`src/rtl/uart_tx.sv`:
```
// uart_tx -- UART transmitter with a one-word holding buffer.
//
// Serialises parallel words onto a single line: start bit (0), data bits
// MSB first, optional even-parity bit, one or two stop bits (1). A producer
// may queue the next word while the current frame shifts out; queued words
// follow with no idle gap between frames.
//
// Ports:
//   clk    in   master clock, all logic on its rising edge
//   rst    in   synchronous active-high reset
//   data   in   word to transmit, captured on an edge with send & ready
//   send   in   producer request
//   ready  out  holding buffer empty, a word can be accepted this cycle
//   busy   out  a frame is being shifted out (FSM not IDLE)
//   tx     out  serial line, idle high, registered
module uart_tx #(
   parameter int C_CLK_FRQ         = 100_000_000,
   parameter int C_UART_RATE       = 1_000_000,
   parameter int C_UART_DATA_WIDTH = 8,
   parameter int C_UART_PARITY     = 1,
   parameter int C_UART_STOP       = 1
) (
   input  logic                         clk,
   input  logic                         rst,
   input  logic [C_UART_DATA_WIDTH-1:0] data,
   input  logic                         send,
   output logic                         ready,
   output logic                         busy,
   output logic                         tx
);

   localparam int C_PERIOD = C_CLK_FRQ / C_UART_RATE;
   localparam int CW       = (C_PERIOD > 1) ? $clog2(C_PERIOD) : 1;
   localparam int BW       = $clog2(C_UART_DATA_WIDTH + 2);

   localparam logic [CW-1:0] CYC_LAST  = CW'(C_PERIOD - 1);
   localparam logic [CW-1:0] CYC_ONE   = CW'(1);
   localparam logic [BW-1:0] BIT_ONE   = BW'(1);
   localparam logic [BW-1:0] DATA_LAST = BW'(C_UART_DATA_WIDTH - 1);
   localparam logic [BW-1:0] STOP_LAST = BW'(C_UART_STOP - 1);

   if ((C_UART_STOP != 1) && (C_UART_STOP != 2)) begin : g_bad_stop
      $error("uart_tx: C_UART_STOP must be 1 or 2");
   end

   if (C_PERIOD < 2) begin : g_bad_period
      $error("uart_tx: C_CLK_FRQ / C_UART_RATE must be at least 2");
   end

   typedef enum logic [2:0] {
      IDLE   = 3'd0,
      START  = 3'd1,
      DATA   = 3'd2,
      PARITY = 3'd3,
      STOP   = 3'd4
   } state_t;

   // Even parity: the bit that makes the total count of ones even.
   function automatic logic even_parity(input logic [C_UART_DATA_WIDTH-1:0] word);
      even_parity = ^word;
   endfunction

   state_t                         state_r;
   logic [C_UART_DATA_WIDTH-1:0]   buf_r;
   logic                           buf_full_r;
   logic [C_UART_DATA_WIDTH-1:0]   shift_r;
   logic                           parity_r;
   logic [CW-1:0]                  cyc_r;
   logic [BW-1:0]                  bit_r;
   logic                           tx_r;
   logic                           ready_r;
   logic                           busy_r;

   logic                           cyc_last_s;
   logic                           stop_done_s;
   logic                           load_s;
   logic                           accept_s;
   logic [C_UART_DATA_WIDTH-1:0]   shift_next_s;

   assign cyc_last_s   = (cyc_r == CYC_LAST);
   // Last cycle of the last stop bit: the point where a queued word is
   // chained straight into the next start bit.
   assign stop_done_s  = (state_r == STOP) && cyc_last_s && (bit_r == STOP_LAST);
   assign load_s       = buf_full_r && ((state_r == IDLE) || stop_done_s);
   assign accept_s     = send && ready_r;
   assign shift_next_s = shift_r << 1;

   assign tx    = tx_r;
   assign ready = ready_r;
   assign busy  = busy_r;

   // Holding buffer and ready flag; ready tracks the buffer's next state so
   // it drops right after a capture and rises right after a load.
   always_ff @(posedge clk) begin
      if (rst) begin
         buf_r      <= '0;
         buf_full_r <= 1'b0;
         ready_r    <= 1'b0;
      end else if (load_s) begin
         buf_full_r <= 1'b0;
         ready_r    <= 1'b1;
      end else if (accept_s) begin
         buf_r      <= data;
         buf_full_r <= 1'b1;
         ready_r    <= 1'b0;
      end else begin
         ready_r    <= ~buf_full_r;
      end
   end

   // Frame FSM: drives tx and busy as registered outputs.
   always_ff @(posedge clk) begin
      if (rst) begin
         state_r  <= IDLE;
         shift_r  <= '0;
         parity_r <= 1'b0;
         cyc_r    <= '0;
         bit_r    <= '0;
         tx_r     <= 1'b1;
         busy_r   <= 1'b0;
      end else begin
         case (state_r)
            IDLE: begin
               cyc_r <= '0;
               bit_r <= '0;
               if (load_s) begin
                  shift_r  <= buf_r;
                  parity_r <= even_parity(buf_r);
                  state_r  <= START;
                  tx_r     <= 1'b0;
                  busy_r   <= 1'b1;
               end else begin
                  tx_r     <= 1'b1;
                  busy_r   <= 1'b0;
               end
            end
            START: begin
               if (cyc_last_s) begin
                  cyc_r   <= '0;
                  state_r <= DATA;
                  tx_r    <= shift_r[C_UART_DATA_WIDTH-1];
               end else begin
                  cyc_r   <= cyc_r + CYC_ONE;
               end
            end
            DATA: begin
               if (cyc_last_s) begin
                  cyc_r <= '0;
                  if (bit_r == DATA_LAST) begin
                     bit_r <= '0;
                     if (C_UART_PARITY == 1) begin
                        state_r <= PARITY;
                        tx_r    <= parity_r;
                     end else begin
                        state_r <= STOP;
                        tx_r    <= 1'b1;
                     end
                  end else begin
                     bit_r   <= bit_r + BIT_ONE;
                     shift_r <= shift_next_s;
                     tx_r    <= shift_next_s[C_UART_DATA_WIDTH-1];
                  end
               end else begin
                  cyc_r <= cyc_r + CYC_ONE;
               end
            end
            PARITY: begin
               if (cyc_last_s) begin
                  cyc_r   <= '0;
                  state_r <= STOP;
                  tx_r    <= 1'b1;
               end else begin
                  cyc_r   <= cyc_r + CYC_ONE;
               end
            end
            STOP: begin
               if (cyc_last_s) begin
                  cyc_r <= '0;
                  if (bit_r == STOP_LAST) begin
                     bit_r <= '0;
                     if (load_s) begin
                        shift_r  <= buf_r;
                        parity_r <= even_parity(buf_r);
                        state_r  <= START;
                        tx_r     <= 1'b0;
                        busy_r   <= 1'b1;
                     end else begin
                        state_r  <= IDLE;
                        tx_r     <= 1'b1;
                        busy_r   <= 1'b0;
                     end
                  end else begin
                     bit_r <= bit_r + BIT_ONE;
                  end
               end else begin
                  cyc_r <= cyc_r + CYC_ONE;
               end
            end
            default: begin
               state_r <= IDLE;
               cyc_r   <= '0;
               bit_r   <= '0;
               tx_r    <= 1'b1;
               busy_r  <= 1'b0;
            end
         endcase
      end
   end

endmodule

```
`config.mk`:
```
export PLATFORM = sky130hd
export DESIGN_NAME = uart_tx
export DESIGN_NICKNAME = d
export VERILOG_FILES = /design/src/rtl/uart_tx.sv
export SDC_FILE = /design/constraint.sdc
export NUM_CORES = 1
export LEC_CHECK = 0
export CORE_MARGIN = 1.5
export CORE_UTILIZATION = 60
export CTS_BUF_LIST = sky130_fd_sc_hd__clkbuf_8
export CTS_CLUSTER_SIZE = 16
export DETAILED_ROUTE_END_ITERATION = 12
export PLACE_DENSITY = 0.8
export SLEW_MARGIN = 20
export SYNTH_ARGS = -nofsm -noshare
export SYNTH_HDL_FRONTEND = slang
export SYNTH_SLANG_ARGS = --single-unit
```
`constraint.sdc`:
```
create_clock -name clk -period 2.6 [get_ports clk]
set_clock_uncertainty 0.05 [all_clocks]
set_input_delay 0.39 -clock clk [delete_from_list [all_inputs] [get_ports clk]]
set_output_delay 0.39 -clock clk [all_outputs]
set_load 0.1 [all_outputs]
```
==> parameters.txt <==
Parameter                              Value

Outcome
  Run status    completed

Power and ir drop
  Peak supply drop    0.579 mV
  Standby leakage power    0.669 nW
  PnR Total Power    1.20 mW
  Pwr Density    593 nW/um^2

Place
  HPWL after detailed placement    between 2000 and 3000 um
  Placed instance area    1910 um^2
  Worst slack at placement    0.305 ns
  PortBufs    13
  Cell Count Post-Placement    242
  Last weighted congestion value of the routability-driven placer    between 0.8 and 0.9

Clocking
  Number of clock buffers inserted by TritonCTS    5
  Clock tree from TritonCTS    done
  H-tree lvl count    2
  CTS sink cnt    35
  Reg clk slew, reported paths    0.08 ns
  Worst-skew pair later-pin latency    ~0.3 ns
  Clock root buffer    sky130_fd_sc_hd__clkbuf_8
  Maximum number of buffers from clock root to sink    2
  Hold-fix buffers at CTS    0
  Setup Fix Bufs, Post-CTS    0
  Post-CTS Resized    0

Global routing
  Overall fraction of global-route tracks in use    0.249
  Via count of the first global-routing pass    1377
  Pin count of the biggest net entering global routing    21
  Antenna violations before repair    0
  First-pass GRT wire length    6180 um
  Global route total overflow    0

Setup path
  Type of origin of the critical path    flip-flop
  Peak fanout along the critical path    8
  Start-to-end type of the worst setup path    flip-flop to flip-flop
  Data required time at the worst endpoint    2.78 ns
  R2R setup slack    between 0.2 and 0.3 ns
  Kind of end point of the critical path    flip-flop
  R2R depth    6
  Arr. time, crit path    2.49 ns

Finish
  Post-route cell area    2030 um^2
  Count of filler cells inserted in the layout    220
  Diodes inserted    0
  Relative area change from synthesis to final layout    14.6%
  Commonest non-fill, non-tap cell in the layout    sky130_fd_sc_hd__dfxtp_1
  Fin cells    250
  Ratio of cells with drive above 1 in the final layout    0.123
  Final core utilization    0.728
  Highest-count cells in the layout ignoring fill and taps    sky130_fd_sc_hd__dfxtp_1, sky130_fd_sc_hd__nor2_1, sky130_fd_sc_hd__nand2_1
  Nets    roughly 230

Timing
  Fraction of the cycle the final worst path needs    0.890
  Hold slack    0.409 ns
  Setup slack of the critical path after layout    around 0.29 ns
  Total count of max-transition violations in the final report    0
  Highest clock frequency the design can meet    ~430 MHz
  Post-Route Setup TNS    0 ns
  Final setup violating endpoints    0
  Normalized max-slew margin    0.595
  Measured slew at the worst slew-check pin    0.607 ns
  Clock period minus worst slack    2.31 ns
  Hold Vio Cnt, Final    0
  RSZ-0062 raised after global routing    no

Route
  Via total after detailed routing    1485
  Per-cell routed wire length    14.6 um
  Routed via count divided by cell count    approximately 6
  Number of search-and-repair iterations in the first detailed-routing pass    4
  Post-route DRC violation count    0
  Total Wirelength    3650 um
  1st-iter DRT viols    73
  Antenna Nets Post-Route    0

Synthesis
  Net count after synthesis    ~220
  Async set-or-reset flop fraction in the synthesized netlist    0
  Post-synth EDFFs    0
  Synthesized netlist cell count    roughly 200
  FF+latch count, synth    35
  Sequential element share of the synthesized area    0.396
  Post-Synthesis Cell Area    1770 um^2
  Post-synthesis area per instance    8.67 um^2
  Number of library cell types mapped by synthesis    43
  Synthesis warning total    0
  Most used flip-flop cell after synthesis    sky130_fd_sc_hd__dfxtp_1

Die
  Effective utilization at floorplan    0.636
  Width of the die    57.3 um
  Number of top-level pins    14
  Std cell rows    19
  Height of the die    57.3 um
  Core outline area    2780 um^2
  DIE AREA    approximately 3300 um^2

Hold path
  Hold Path Class    flip-flop to flip-flop
  Hold Path Depth    1

Run
  Number of max-cap violations    0
[routing by layer]
metal	up-vias	GRT usage	wire length, um
met1	689	0.303	1580
met5	-	0	0
li1	752	-	-
met4	0	0.120	74
met2	38	0.419	1830
met3	6	0.0544	172
[path summary, 6_finish.rpt]
path / startpoint / end
setup / recovery: cyc_r[0]$_SDFF_PP0_ / bit_r[3]$_SDFFE_PP0P_
hold / removal: cyc_r[0]$_SDFF_PP0_ / cyc_r[0]$_SDFF_PP0_
setup reg to reg: cyc_r[0]$_SDFF_PP0_ / bit_r[3]$_SDFFE_PP0P_
hold reg to reg: cyc_r[0]$_SDFF_PP0_ / cyc_r[0]$_SDFF_PP0_
[synth_stat cells (3+ instances only)]
cell                        n  share of area
sky130_fd_sc_hd__a211o_1    8          0.040
sky130_fd_sc_hd__mux2i_1    9          0.051
sky130_fd_sc_hd__or3b_2     4          0.020
sky130_fd_sc_hd__nand2_1   21          0.045
sky130_fd_sc_hd__nor3_1     4          0.011
sky130_fd_sc_hd__buf_2      4          0.011
sky130_fd_sc_hd__ha_1       3          0.021
sky130_fd_sc_hd__a211oi_1   3          0.013
sky130_fd_sc_hd__dfxtp_1   35           0.40
sky130_fd_sc_hd__inv_1      4         0.0085
sky130_fd_sc_hd__clkbuf_1   5          0.011
sky130_fd_sc_hd__and2_1     3          0.011
sky130_fd_sc_hd__nor2_1    25          0.053
sky130_fd_sc_hd__o21ai_0   11          0.031
sky130_fd_sc_hd__xnor2_1   11          0.054
sky130_fd_sc_hd__nand3_1    3         0.0085
sky130_fd_sc_hd__a21oi_1   15          0.042
[logic make-up after synthesis]
| kind of cell | after synthesis | synth area share |
|---|---|---|
| compound gates | 49 | 0.190 |
| xor+xnor | 13 | 0.0644 |
| fa+ha+maj | 3 | 0.0212 |
| buf+inv | 14 | 0.0368 |
| flops | 35 | 0.396 |
| mux | 10 | 0.0573 |
| simple gates | 80 | 0.234 |
[registers in the layout, indices dropped and copies added, names as in the netlist]
name        count
state_r         3
buf_r           8
buf_full_r      1
busy            1
tx              1
shift_r         8
bit_r           4
cyc_r           7
parity_r        1
ready           1
[area by class of cell]
type | instances | area, um^2 | area share
inverter | 4 | 15.0 | 0.00741
clock buffer | 5 | 68.8 | 0.0340
clock inverter | 3 | 47.5 | 0.0235
timing repair buffer | 17 | 153 | 0.0754
sequential | 35 | 701 | 0.346
tap | 31 | 38.8 | 0.0191
multi-input combinational | 155 | 1000 | 0.495
[critical path, stage by stage (launching register included)]
cell and delay [ns]:
sky130_fd_sc_hd__dfxtp_1 0.36, sky130_fd_sc_hd__ha_1 0.21, sky130_fd_sc_hd__or4b_4 0.53, sky130_fd_sc_hd__nor2_2 0.23
sky130_fd_sc_hd__o22ai_2 0.19, sky130_fd_sc_hd__or4b_1 0.53, sky130_fd_sc_hd__a21oi_1 0.14
[report_power, final]
part	switching [mW]	leakage, nW	internal, mW	total, mW
Clock	0.216	0.0587	0.290	0.506
Sequential	0.0135	0.283	0.551	0.564
Combinational	0.0753	0.327	0.0543	0.130
(Power assumes the default switching activity.)
